`src/rtl/stream_demux_n.sv`:
```
// Routes one valid/ready input stream to one of CH_NUM registered output slots,
// with optional per-packet route locking and a saturating count of discarded beats.
module stream_demux_n #(
    parameter int DATA_WD  = 4,
    parameter int CH_NUM   = 4,
    parameter int SEL_WD   = 2,
    parameter int PKT_MODE = 1,
    parameter int CNT_WD   = 8
) (
    input  logic                      clk,
    input  logic                      rst,
    input  logic [SEL_WD-1:0]         sel,
    input  logic                      s_valid,
    input  logic [DATA_WD-1:0]        s_data,
    input  logic                      s_last,
    output logic                      s_ready,
    output logic [CH_NUM-1:0]         m_valid,
    output logic [CH_NUM*DATA_WD-1:0] m_data,
    output logic [CH_NUM-1:0]         m_last,
    input  logic [CH_NUM-1:0]         m_ready,
    output logic                      busy,
    output logic [CNT_WD-1:0]         drop_cnt
);

    localparam int                SEL_SPAN = 1 << SEL_WD;
    localparam logic [SEL_WD:0]   CH_LIM   = (SEL_WD + 1)'(CH_NUM);
    localparam logic [CNT_WD-1:0] CNT_MAX  = {CNT_WD{1'b1}};

    typedef enum logic [0:0] {
        ST_IDLE = 1'b0,
        ST_PKT  = 1'b1
    } state_t;

    state_t              state_r;
    logic [SEL_WD-1:0]   lock_sel_r;
    logic [SEL_WD-1:0]   eff_sel_s;
    logic                in_range_s;
    logic [SEL_SPAN-1:0] slot_free_s;
    logic                fire_s;
    logic                last_in_s;
    logic [CH_NUM-1:0]   load_s;

    // Route resolution and input handshake; unused select codes read as always-free
    // so out-of-range beats are accepted and discarded.
    always_comb begin
        if (state_r == ST_PKT) begin
            eff_sel_s = lock_sel_r;
        end else begin
            eff_sel_s = sel;
        end
        in_range_s  = ({1'b0, eff_sel_s} < CH_LIM);
        slot_free_s = {SEL_SPAN{1'b1}};
        for (int i = 0; i < CH_NUM; i++) begin
            slot_free_s[i] = !m_valid[i] || m_ready[i];
        end
        s_ready   = slot_free_s[eff_sel_s];
        fire_s    = s_valid && s_ready;
        last_in_s = (PKT_MODE != 0) ? s_last : 1'b0;
        load_s    = {CH_NUM{1'b0}};
        for (int i = 0; i < CH_NUM; i++) begin
            load_s[i] = fire_s && (eff_sel_s == SEL_WD'(i));
        end
    end

    // Per-channel output slots: a load beats a simultaneous drain to keep 1 beat/cycle.
    always_ff @(posedge clk or posedge rst) begin
        if (rst) begin
            m_valid <= {CH_NUM{1'b0}};
            m_data  <= {(CH_NUM * DATA_WD){1'b0}};
            m_last  <= {CH_NUM{1'b0}};
        end else begin
            for (int i = 0; i < CH_NUM; i++) begin
                if (load_s[i]) begin
                    m_valid[i]                     <= 1'b1;
                    m_data[i*DATA_WD +: DATA_WD]   <= s_data;
                    m_last[i]                      <= last_in_s;
                end else if (m_valid[i] && m_ready[i]) begin
                    m_valid[i] <= 1'b0;
                end
            end
        end
    end

    // Packet tracker: the route of a multi-beat packet is frozen at its first beat.
    always_ff @(posedge clk or posedge rst) begin
        if (rst) begin
            state_r    <= ST_IDLE;
            lock_sel_r <= {SEL_WD{1'b0}};
            busy       <= 1'b0;
        end else if ((PKT_MODE != 0) && fire_s) begin
            case (state_r)
                ST_IDLE: begin
                    if (!s_last) begin
                        state_r    <= ST_PKT;
                        lock_sel_r <= sel;
                        busy       <= 1'b1;
                    end
                end
                ST_PKT: begin
                    if (s_last) begin
                        state_r <= ST_IDLE;
                        busy    <= 1'b0;
                    end
                end
                default: begin
                    state_r <= ST_IDLE;
                    busy    <= 1'b0;
                end
            endcase
        end
    end

    // Saturating count of beats discarded for lack of a destination channel.
    always_ff @(posedge clk or posedge rst) begin
        if (rst) begin
            drop_cnt <= {CNT_WD{1'b0}};
        end else if (fire_s && !in_range_s && (drop_cnt != CNT_MAX)) begin
            drop_cnt <= drop_cnt + CNT_WD'(1);
        end
    end

endmodule

```
`config.mk`:
```
export PLATFORM = sky130hd
export DESIGN_NAME = stream_demux_n
export DESIGN_NICKNAME = d
export VERILOG_FILES = /design/src/rtl/stream_demux_n.sv
export SDC_FILE = /design/constraint.sdc
export NUM_CORES = 1
export LEC_CHECK = 0
export CORE_ASPECT_RATIO = 0.6
export CORE_UTILIZATION = 38
export CTS_CLUSTER_DIAMETER = 200
export CTS_CLUSTER_SIZE = 30
export DETAILED_ROUTE_END_ITERATION = 7
export PLACE_DENSITY = 0.74
export SLEW_MARGIN = 25
export SYNTH_ARGS = -nofsm -noshare
export SYNTH_HDL_FRONTEND = slang
export SYNTH_SLANG_ARGS = --single-unit
```
`constraint.sdc`:
```
create_clock -name clk -period 1.9 [get_ports clk]
set_input_delay 0.475 -clock clk [delete_from_list [all_inputs] [get_ports clk]]
set_output_delay 0.475 -clock clk [all_outputs]
set_load 0.02 [all_outputs]
```
==> flow_metrics.env <==
export IMPL_postSynth_asyncResetShare_pct=100
export IMPL_grt_pass1_vias=939
export IMPL_routed_wl_um=2950
export IMPL_dieWidth_um=75.3
export IMPL_synth_top_area_share_pct=57.3
export IMPL_io_buffer_count=39
export IMPL_design_area_um2=1940
export IMPL_drt_drc_violations_left=0
export IMPL_gp_congestion=0.774
export IMPL_drt_pass1_iter_count=2
export IMPL_clk_path_buf_depth=2
export IMPL_end_kind="primary output"
export IMPL_grt_util_met1_pct=25.9
export IMPL_tritoncts="done"
export IMPL_totalNegativeSetupSlack_ns=-0.251
export IMPL_synth_area_leaders="sky130_fd_sc_hd__dfrtp_1 57%, sky130_fd_sc_hd__mux2_2 17%, sky130_fd_sc_hd__buf_4 4.9%"
export IMPL_grt_util_met2_pct=31.9
export IMPL_placed_cells=194
export IMPL_skew_ns=0.00313
export IMPL_grt_first_pass_wirelength_um=4690
export IMPL_globalRoute_busiestLayer="met2"
export IMPL_power_per_cell_area_nw_per_um2=1710
export IMPL_report_final_setup_viol=3
export IMPL_ff_latch_area_um2=701
export IMPL_drtIter0Drc=35
export IMPL_antennaDiodeCount=0
export IMPL_design_die_area_um2=3460
export IMPL_seq_area_frac_synth_pct=57.3
export IMPL_largest_net_degree_at_the_start_of_global_routing=29
export IMPL_cts_buffers=3
export IMPL_report_power_total_mw=3.31
export IMPL_cp_data_arrival_time_ns=1.63
export IMPL_synth_distinct_cells=19
export IMPL_post_route_min_period_ns=2.10
export IMPL_post_dp_hpwl_um=2130
export IMPL_core_area_um2=2970
export IMPL_post_route_cells_drive_above_1_share_pct=39.8
export IMPL_worst_hold_check_path_type="flop to flop"
export IMPL_row_count=15
export IMPL_cp_required_ns=1.42
export IMPL_ys_warn_count=0
export IMPL_clock_latency_ns=0.28
export IMPL_rsz0062_at_grt="true"
export IMPL_timing_fmax_mhz=476
export IMPL_met3_usage_pct=5.53
export IMPL_final_max_slew_violation_count=0
export IMPL_wl_per_cell_um=14.5
export IMPL_floorplan_die_height_um=46.0
export IMPL_multi_input_comb_area_um2=497
export IMPL_violations="negative setup slack"
export IMPL_worst_hold_slack_ns=0.493
export IMPL_cts_max_level=1
export IMPL_syn_mean_instance_area_um2=13.4
export IMPL_post_synth_top_area_cell="sky130_fd_sc_hd__dfrtp_1"
export IMPL_placed_instance_area_um2=1810
export IMPL_total_leakage_power_nw=0.947
export IMPL_run_status="complete, but fails checks"
export IMPL_layout_core_utilization_pct=65.4
export IMPL_cts_sinks=28
export IMPL_initial_core_util_pct=41.3
export IMPL_io_pins=48
export IMPL_nNetsFinal=177
export IMPL_synth_ff_latch_count=28
export IMPL_routed_via_count=921
export IMPL_setup_ws_ns=-0.202
export IMPL_min_period_over_period_pct=111
export IMPL_globalRouteOverflowTotal=0
export IMPL_grt_antenna_before_repair=0
export IMPL_post_synth_top_count_cell="sky130_fd_sc_hd__dfrtp_1"
export IMPL_vias_per_cell=4.54
export IMPL_ctsRootBufferMaster="sky130_fd_sc_hd__clkbuf_8"
export IMPL_postCtsHoldBufs=0
export IMPL_hold_viol=0
export IMPL_ir_worst_vdd_mv=0.933
export IMPL_area_growth_synth_to_final_pct=58.5
export IMPL_worst_setup_path_type="flop to primary output"
export IMPL_groute_usage_overall_pct=19.4
export IMPL_post_place_setup_slack_ns=-0.764
export IMPL_ys_flop_type="sky130_fd_sc_hd__dfrtp_1"
export IMPL_synthTopCellsByCount="28 x sky130_fd_sc_hd__dfrtp_1, 18 x sky130_fd_sc_hd__mux2_2, 8 x sky130_fd_sc_hd__buf_4, 8 x sky130_fd_sc_hd__nand2_1"
export IMPL_ant_nets=0
export IMPL_postSynthCellCount=91
export IMPL_start_kind="flop"
export IMPL_final_fill_count=234
export IMPL_path_max_fanout=3
export IMPL_final_cells=203
export IMPL_clkTransAtPathRegs_ns=0.10
export IMPL_synth_edff_count=0
export IMPL_timing_max_cap_violations=0
export IMPL_synth_area_um2=1220
==> worst paths after layout <==
| check | from | to | slack (ns) | depth (start not counted) |
|---|---|---|---|---|
| min in group asynchronous | rst | m_last[2] | 0.56 | 3 |
| max in group asynchronous | rst | m_valid[2] | 1.08 | 3 |
| min | m_last[3] | m_last[3] | 0.49 | 2 |
| min reg2reg | m_last[3] | m_last[3] | 0.49 | 2 |
| max | state_r | s_ready | -0.20 | 3 |
| max reg2reg | state_r | lock_sel_r[1] | -0.02 | 5 |
==> area by class of cell <==
class / instances / share of cell area, %
Clock inverter: 1 / 1.55
Inverter: 3 / 0.581
Sequential cell: 28 / 36.1
Tap cell: 42 / 2.71
Clock buffer: 3 / 2.13
Timing Repair Buffer: 69 / 31.3
Multi-Input combinational cell: 57 / 25.6
==> cells in the final DEF, fill, tap and decap left out, types with 6 or more instances in the layout <==
master,n
sky130_fd_sc_hd__nand2_1,8
sky130_fd_sc_hd__dfrtp_1,28
sky130_fd_sc_hd__dlygate4sd2_1,6
sky130_fd_sc_hd__mux2_2,17
sky130_fd_sc_hd__clkdlybuf4s50_1,29
sky130_fd_sc_hd__conb_1,8
sky130_fd_sc_hd__buf_4,32
==> state kept, by name, summed over array words and instances, names as in the netlist <==
signal	flops
busy	1
lock_sel_r	2
m_data	16
m_last	4
m_valid	4
state_r	1
==> power by group <==
part	switching [mW]	internal, mW	total (mW)	leakage [nW]
Clock	0.187	0.282	0.470	0.0357
Combinational	0.774	0.992	1.77	0.572
Sequential	0.191	0.885	1.08	0.339
Total	1.15	2.16	3.31	0.947
==> routing by layer <==
metal,wire length (um),vias up
met5,0,-
li1,-,441
met1,1390,444
met2,1330,32
met4,26,0
met3,196,4
==> cell families (layout without fill, tap and decap cells) <==
family	count (synthesis)	after routing	synth area share (%)
other cells	1	8	0.306
flops	28	28	57.3
mux	24	24	23.7
buf+inv	13	76	7.05
compound gates	6	6	2.56
simple gates	18	18	8.08
fa+ha+maj	1	1	1.02
==> critical path, stage by stage (launching register included) <==
cell                      delay (ns)
sky130_fd_sc_hd__dfrtp_1        0.43
sky130_fd_sc_hd__mux2_4         0.32
sky130_fd_sc_hd__mux4_2         0.45
sky130_fd_sc_hd__buf_6          0.15
==> what timing repair did <==
item,4_1_cts,5_1_grt
resized for setup,19,1
endpoints found under the setup margin,4,5
buffers inserted,5,0
pin swaps,0,0
Note: power is estimated with default switching activity, not from simulation.
